<file path="src/rtl/btn_conditioner_if.sv">
`default_nettype none
// ============================================================================
// Module   : btn_conditioner_if
// Brief    : Raw button inputs and conditioned level/pulse outputs.
// Revision : 1.0 - initial release
// ============================================================================
interface btn_conditioner_if #(
    parameter int N_BTN = 5
);
    logic [N_BTN-1:0] btn_raw;
    logic [N_BTN-1:0] btn_level;
    logic [N_BTN-1:0] btn_pulse;
    logic             any_pulse;

    modport master (
        output btn_raw,
        input  btn_level,
        input  btn_pulse,
        input  any_pulse
    );

    modport slave (
        input  btn_raw,
        output btn_level,
        output btn_pulse,
        output any_pulse
    );
endinterface
`default_nettype wire

</file>
<file path="src/rtl/btn_conditioner.sv">
`default_nettype none
// ============================================================================
// Module   : btn_conditioner
// Brief    : Per-button 2-flop synchroniser, debouncer and press-pulse
//            generator. Define AUTOREPEAT_EN to add hold-to-repeat pulses.
// Revision : 1.0 - initial release
// ============================================================================
module btn_conditioner #(
    parameter int N_BTN           = 5,
    parameter int DEBOUNCE_CYCLES = 250000,
    parameter int ACTIVE_LOW      = 1,
    parameter int REPEAT_DELAY    = 12500000,
    parameter int REPEAT_PERIOD   = 5000000
) (
    input  wire logic        clk,
    input  wire logic        reset,
    btn_conditioner_if.slave bus
);

    localparam int               c_CW       = $clog2(DEBOUNCE_CYCLES) + 1;
    localparam logic [c_CW-1:0]  c_CNT_LAST = c_CW'(DEBOUNCE_CYCLES - 1);
    localparam logic [N_BTN-1:0] c_RELEASED = (ACTIVE_LOW != 0) ? '1 : '0;

`ifdef AUTOREPEAT_EN
    localparam int              c_HOLD_MAX     = (REPEAT_DELAY > REPEAT_PERIOD) ?
                                                 REPEAT_DELAY : REPEAT_PERIOD;
    localparam int              c_HW           = $clog2(c_HOLD_MAX + 1);
    localparam logic [c_HW-1:0] c_DELAY_LAST   = c_HW'(REPEAT_DELAY - 1);
    localparam logic [c_HW-1:0] c_PERIOD_LAST  = c_HW'(REPEAT_PERIOD - 1);
`endif

    typedef enum logic [1:0] {
        ST_IDLE         = 2'd0,
        ST_PRESS_WAIT   = 2'd1,
        ST_PRESSED      = 2'd2,
        ST_RELEASE_WAIT = 2'd3
    } state_t;

    if (DEBOUNCE_CYCLES < 2 || REPEAT_DELAY < 1 || REPEAT_PERIOD < 1) begin : g_bad_params
        $error("btn_conditioner: DEBOUNCE_CYCLES must be >= 2 and REPEAT_* >= 1");
    end

    logic [N_BTN-1:0] r_sync1;
    logic [N_BTN-1:0] r_sync2;
    logic [N_BTN-1:0] w_s_sync;
    logic [N_BTN-1:0] w_level;
    logic [N_BTN-1:0] w_pulse;

    // Plain flop pair; polarity is normalised only after the second stage.
    always_ff @(posedge clk or posedge reset) begin
        if (reset) begin
            r_sync1 <= c_RELEASED;
            r_sync2 <= c_RELEASED;
        end else begin
            r_sync1 <= bus.btn_raw;
            r_sync2 <= r_sync1;
        end
    end

    assign w_s_sync = r_sync2 ^ c_RELEASED;

    for (genvar gi = 0; gi < N_BTN; gi++) begin : g_btn
        state_t          r_state;
        logic [c_CW-1:0] r_cnt;
        logic            r_level_b;
        logic            r_pulse_b;
`ifdef AUTOREPEAT_EN
        logic [c_HW-1:0] r_hold;
        logic            r_repeating;
        logic [c_HW-1:0] w_hold_last;

        assign w_hold_last = r_repeating ? c_PERIOD_LAST : c_DELAY_LAST;
`endif

        always_ff @(posedge clk or posedge reset) begin
            if (reset) begin
                r_state   <= ST_IDLE;
                r_cnt     <= '0;
                r_level_b <= 1'b0;
                r_pulse_b <= 1'b0;
`ifdef AUTOREPEAT_EN
                r_hold      <= '0;
                r_repeating <= 1'b0;
`endif
            end else begin
                r_pulse_b <= 1'b0;
`ifdef AUTOREPEAT_EN
                // Hold tracking only survives while staying in PRESSED.
                r_hold      <= '0;
                r_repeating <= 1'b0;
`endif
                case (r_state)
                    ST_IDLE: begin
                        if (w_s_sync[gi]) begin
                            r_state <= ST_PRESS_WAIT;
                            r_cnt   <= c_CW'(1);
                        end
                    end
                    ST_PRESS_WAIT: begin
                        if (!w_s_sync[gi]) begin
                            r_state <= ST_IDLE;
                            r_cnt   <= '0;
                        end else if (r_cnt == c_CNT_LAST) begin
                            r_state   <= ST_PRESSED;
                            r_cnt     <= '0;
                            r_level_b <= 1'b1;
                            r_pulse_b <= 1'b1;
                        end else begin
                            r_cnt <= r_cnt + 1'b1;
                        end
                    end
                    ST_PRESSED: begin
                        if (!w_s_sync[gi]) begin
                            r_state <= ST_RELEASE_WAIT;
                            r_cnt   <= c_CW'(1);
                        end
`ifdef AUTOREPEAT_EN
                        else if (r_hold == w_hold_last) begin
                            r_pulse_b   <= 1'b1;
                            r_hold      <= '0;
                            r_repeating <= 1'b1;
                        end else begin
                            r_hold      <= r_hold + 1'b1;
                            r_repeating <= r_repeating;
                        end
`endif
                    end
                    ST_RELEASE_WAIT: begin
                        if (w_s_sync[gi]) begin
                            r_state <= ST_PRESSED;
                            r_cnt   <= '0;
                        end else if (r_cnt == c_CNT_LAST) begin
                            r_state   <= ST_IDLE;
                            r_cnt     <= '0;
                            r_level_b <= 1'b0;
                        end else begin
                            r_cnt <= r_cnt + 1'b1;
                        end
                    end
                    default: begin
                        r_state   <= ST_IDLE;
                        r_cnt     <= '0;
                        r_level_b <= 1'b0;
                    end
                endcase
            end
        end

        assign w_level[gi] = r_level_b;
        assign w_pulse[gi] = r_pulse_b;
    end

    assign bus.btn_level = w_level;
    assign bus.btn_pulse = w_pulse;
    assign bus.any_pulse = |w_pulse;

endmodule
`default_nettype wire

</file>
<file path="src/flat_wrapper.sv">
// flat-port wrapper written by rule: the top's interface ports become plain ports
module btn_conditioner_flat 
#(
    parameter int N_BTN           = 5,
    parameter int DEBOUNCE_CYCLES = 250000,
    parameter int ACTIVE_LOW      = 1,
    parameter int REPEAT_DELAY    = 12500000,
    parameter int REPEAT_PERIOD   = 5000000
)
  (clk, reset, bus_btn_raw, bus_btn_level, bus_btn_pulse, bus_any_pulse);
  btn_conditioner_if #(.N_BTN(N_BTN)) bus_i ();
  input  wire logic clk;
  input  wire logic reset;
  input wire logic [$bits(bus_i.btn_raw)-1:0] bus_btn_raw;
  output wire logic [$bits(bus_i.btn_level)-1:0] bus_btn_level;
  output wire logic [$bits(bus_i.btn_pulse)-1:0] bus_btn_pulse;
  output wire logic [$bits(bus_i.any_pulse)-1:0] bus_any_pulse;
  assign bus_i.btn_raw = bus_btn_raw;
  assign bus_btn_level = bus_i.btn_level;
  assign bus_btn_pulse = bus_i.btn_pulse;
  assign bus_any_pulse = bus_i.any_pulse;
  btn_conditioner #(.N_BTN(N_BTN), .DEBOUNCE_CYCLES(DEBOUNCE_CYCLES), .ACTIVE_LOW(ACTIVE_LOW), .REPEAT_DELAY(REPEAT_DELAY), .REPEAT_PERIOD(REPEAT_PERIOD)) u_core (.clk(clk), .reset(reset), .bus(bus_i));
endmodule
</file>
<file path="config.mk">
export PLATFORM = sky130hd
export DESIGN_NAME = btn_conditioner_flat
export DESIGN_NICKNAME = d
export VERILOG_FILES = /design/src/rtl/btn_conditioner_if.sv /design/src/rtl/btn_conditioner.sv /design/src/flat_wrapper.sv
export SDC_FILE = /design/constraint.sdc
export NUM_CORES = 1
export LEC_CHECK = 0
export CELL_PAD_IN_SITES_DETAIL_PLACEMENT = 0
export CELL_PAD_IN_SITES_GLOBAL_PLACEMENT = 1
export CORE_ASPECT_RATIO = 0.8
export CORE_MARGIN = 8
export CORE_UTILIZATION = 30
export CTS_CLUSTER_SIZE = 16
export DETAILED_ROUTE_END_ITERATION = 8
export PLACE_DENSITY_LB_ADDON = 0.12
export SKIP_LAST_GASP = 1
export SLEW_MARGIN = 20
export SYNTH_ARGS = -nofsm -noshare
export SYNTH_HDL_FRONTEND = slang
export SYNTH_SLANG_ARGS = --single-unit
</file>
<file path="constraint.sdc">
create_clock -name clk -period 4.3 [get_ports clk]
set_input_delay 1.075 -clock clk [delete_from_list [all_inputs] [get_ports clk]]
set_output_delay 1.075 -clock clk [all_outputs]
set_load 0.1 [all_outputs]
</file>
==> key figures <==
Status
  • Status: finished clean

Clock network
  • Post-CTS sizing: 0
  • Setup Buffers After CTS: 0
  • Total CTS buffers: 17
  • Clock latency on the worst-skew pair: 0.42 ns
  • CTS HTree Levels: 4
  • CTS max path bufs: 2
  • CTS clk-pin slew, worst paths: 0.06 ns
  • CTS tree: yes
  • CTS Sinks: 125
  • Clk root buf: clkbuf_16
  • Hold Buf Count CTS: 0

Floorplan
  • Core Box Area: 22500 um^2
  • Die extent in y: 151 um
  • # IOs: 18
  • Die area: 28000 um^2
  • Row count: 49
  • Die Wd: 185 um
  • Initial Util: 0.305

Timing
  • Tmin final: 3.13 ns
  • Final hold viol count: 0
  • Final Skew: 0.0134 ns
  • Period utilization: 0.728
  • Slew Viols, Final: 0
  • Max frequency: 320 MHz
  • RSZ-0062 raised after global routing: no
  • Final count of negative-setup-slack endpoints: 0
  • Slew HR: 0.287
  • Worst-Margin Slew: 1.07 ns
  • Setup TNS: 0 ns

Yosys
  • Avg Cell Area, Syn: 8.78 um^2
  • Ys Warns: 0
  • Post-synth EDFFs: 0
  • Gate Count Post-Synth: 783
  • Post-synth cell types: 55
  • Flops & latches, synth: 125
  • Async set-reset flop share out of synthesis: 1.00
  • Seq/Total Area, Yosys: 0.457
  • Post-Syn Nets: 795
  • Main synth FF type: dfrtp_1
  • Synth Cell Area: 6870 um^2

Flow run
  • Max-Cap Viols: 0

Setup path
  • Worst setup SP type: flop
  • Crit-path max FO: 2
  • Critical path's slowest cell: clkdlybuf4s50_1
  • End point of the critical path: bus_any_pulse
  • Worst R2R Start: u_core.g_btn[0].r_cnt[5]
  • Register-to-register setup slack: 1.72 ns
  • Critical Path Source: u_core.g_btn[0].r_pulse_b
  • Setup CP Type: flop to primary output
  • Critical Path, Cell by Cell: nor2_1 > nand2_1 > clkdlybuf4s50_1
  • Crit end category: primary output
  • Max incr delay on CP: 1.13 ns
  • WP data arrival: 2.05 ns
  • R2R depth: 5
  • RR Endpoint: u_core.g_btn[0].r_cnt[13]
  • CP required: 3.22 ns

GRT
  • GRT Util Overall: 0.134
  • Largest net degree at the start of global routing: 78
  • First-pass GRT wire length: 30.0 mm
  • Grt ovf: 0
  • Initial antenna violation count: 0
  • Vias in the first global route: 5643

Final layout
  • Util after Layout: 0.350
  • Most frequent cells in the layout: 115 x dfrtp_1, 109 x nand2_1, 71 x nand3_1, 51 x o21ai_0, 40 x nor2_1
  • Commonest non-fill, non-tap cell in the layout: dfrtp_1
  • Diode count: 0
  • Final nets: 797
  • Share of post-route cells with drive strength above 1: 0.0827
  • Layout area overhead: 14.7%

Route
  • Final wirelength: 17.7 mm
  • Routed vias: 5748
  • Detailed Route Iter0 Violations: 435
  • Vias per cell: 5.21
  • Wire per inst: 16.0 um
  • DRT Pass-1 Iters: 4
  • Post-DRT Antenna Nets: 0
  • DRC: 0

Placement
  • Hpwl dp: 12.2 mm
  • Port bufs: 17
  • GPL Wtd Cong: 0.774

Power
  • P_leak: 3.19 nW
  • Worst vdd ir: 253 uV
  • P per Cell Area: 358 nW/um^2

Worst hold path
  • Hold crit path type: flop to flop
area by class of cell:
cell class	count	area (um^2)
clock buffers	17	425
clock inverters	15	164
fillers	2321	14600
inverters	34	131
multi-input cells	587	3430
flip-flops and latches	125	3140
well taps	306	383
repair buffers	20	205
kinds of logic after synthesis:
group	count (synthesis)	share of synthesized area
AO/OA/AOI/OAI	137	0.123
XOR/XNOR	28	0.0357
adder cells (fa/ha/maj)	5	0.00910
buffers and inverters	71	0.0446
flip-flops	125	0.457
multiplexers	15	0.0229
AND/OR/NAND/NOR	402	0.308
critical path: cells and delay by family (launching register included):
kind,cells,cell delay [ns]
buf+inv,1,1.13
flops,1,0.40
simple gates,2,0.11
cells in the mapped netlist (3+ instances only):
cell,n,area (um^2)
nand3_1,71,355
and4_1,4,35.0
nor4b_1,5,43.8
o21a_1,6,45.0
xor2_1,15,131
or3_1,29,181
nor2_1,42,158
o21ai_0,51,255
o22ai_1,4,25.0
nor3_1,22,110
inv_1,34,128
a21o_1,12,90.1
nand4b_1,7,61.3
and3_1,14,87.6
or2_2,7,43.8
o21ai_2,3,26.3
clkbuf_1,25,93.8
xnor2_1,13,114
nand4_1,25,156
dfstp_2,10,263
a31oi_1,8,50.1
mux2i_1,12,120
a2bb2oi_1,3,26.3
nand2_1,109,409
o211ai_1,6,45.0
or4_1,14,105
nand2b_1,8,50.1
and2_1,6,37.5
buf_4,10,75.1
ha_1,5,62.6
a21oi_1,28,140
nor4_1,22,138
dfrtp_1,115,2880
a22o_1,4,35.0
nor3b_1,6,45.0
per-stage QoR:
stage | setup slack, ns | instance area [um^2] | total power, mW | hold slack, ns | instances
2_1_floorplan | 1.69 | 6880 | 1.35 | 0.345 | 783
3_3_place_gp | 1.60 | 7280 | 1.39 | 0.346 | 1072
3_5_place_dp | 1.59 | 7290 | 1.40 | 0.347 | 1072
4_1_cts | 1.14 | 7880 | 2.87 | 0.357 | 1104
5_1_grt | 1.08 | 7880 | 2.95 | 0.358 | 1104
6_report | 1.17 | 7880 | 2.83 | 0.355 | 1104
report_power, final:
part           leakage [nW]  internal [mW]  switching, mW  total (mW)
registers              1.68           1.20         0.0318        1.24
clock network         0.284          0.861          0.590        1.45
logic                  1.22         0.0439         0.0950       0.139
total                  3.19           2.11          0.717        2.83
how the worst min path moves through the flow:
| stage | slack [ns] | endpoint | cells after the start | start |
|---|---|---|---|---|
| finish | 0.36 | u_core.r_sync2[2] | 0 | u_core.r_sync1[2] |
| global route | 0.36 | u_core.r_sync2[0] | 0 | u_core.r_sync1[0] |
| CTS | 0.36 | u_core.r_sync2[2] | 0 | u_core.r_sync1[2] |
| detailed placement | 0.35 | u_core.r_sync2[2] | 0 | u_core.r_sync1[2] |
| global placement | 0.35 | u_core.r_sync2[0] | 0 | u_core.r_sync1[0] |
| floorplan | 0.35 | u_core.r_sync2[0] | 0 | u_core.r_sync1[0] |
layer usage:
metal / global-route usage / routed length, um
met5: 0 / 0
met3: 0.0324 / 595
met1: 0.198 / 9570
met2: 0.193 / 7390
met4: 0.0331 / 116
state kept, by name, summed over array words and instances (netlist names), named ones only:
| name | flops |
|---|---|
| u_core.g_btn.r_level_b | 5 |
| u_core.g_btn.r_cnt | 95 |
| u_core.r_sync2 | 5 |
| u_core.g_btn.r_pulse_b | 5 |
| u_core.g_btn.r_state | 5 |
| u_core.r_sync1 | 5 |
Power figures use the tool's default switching activity.
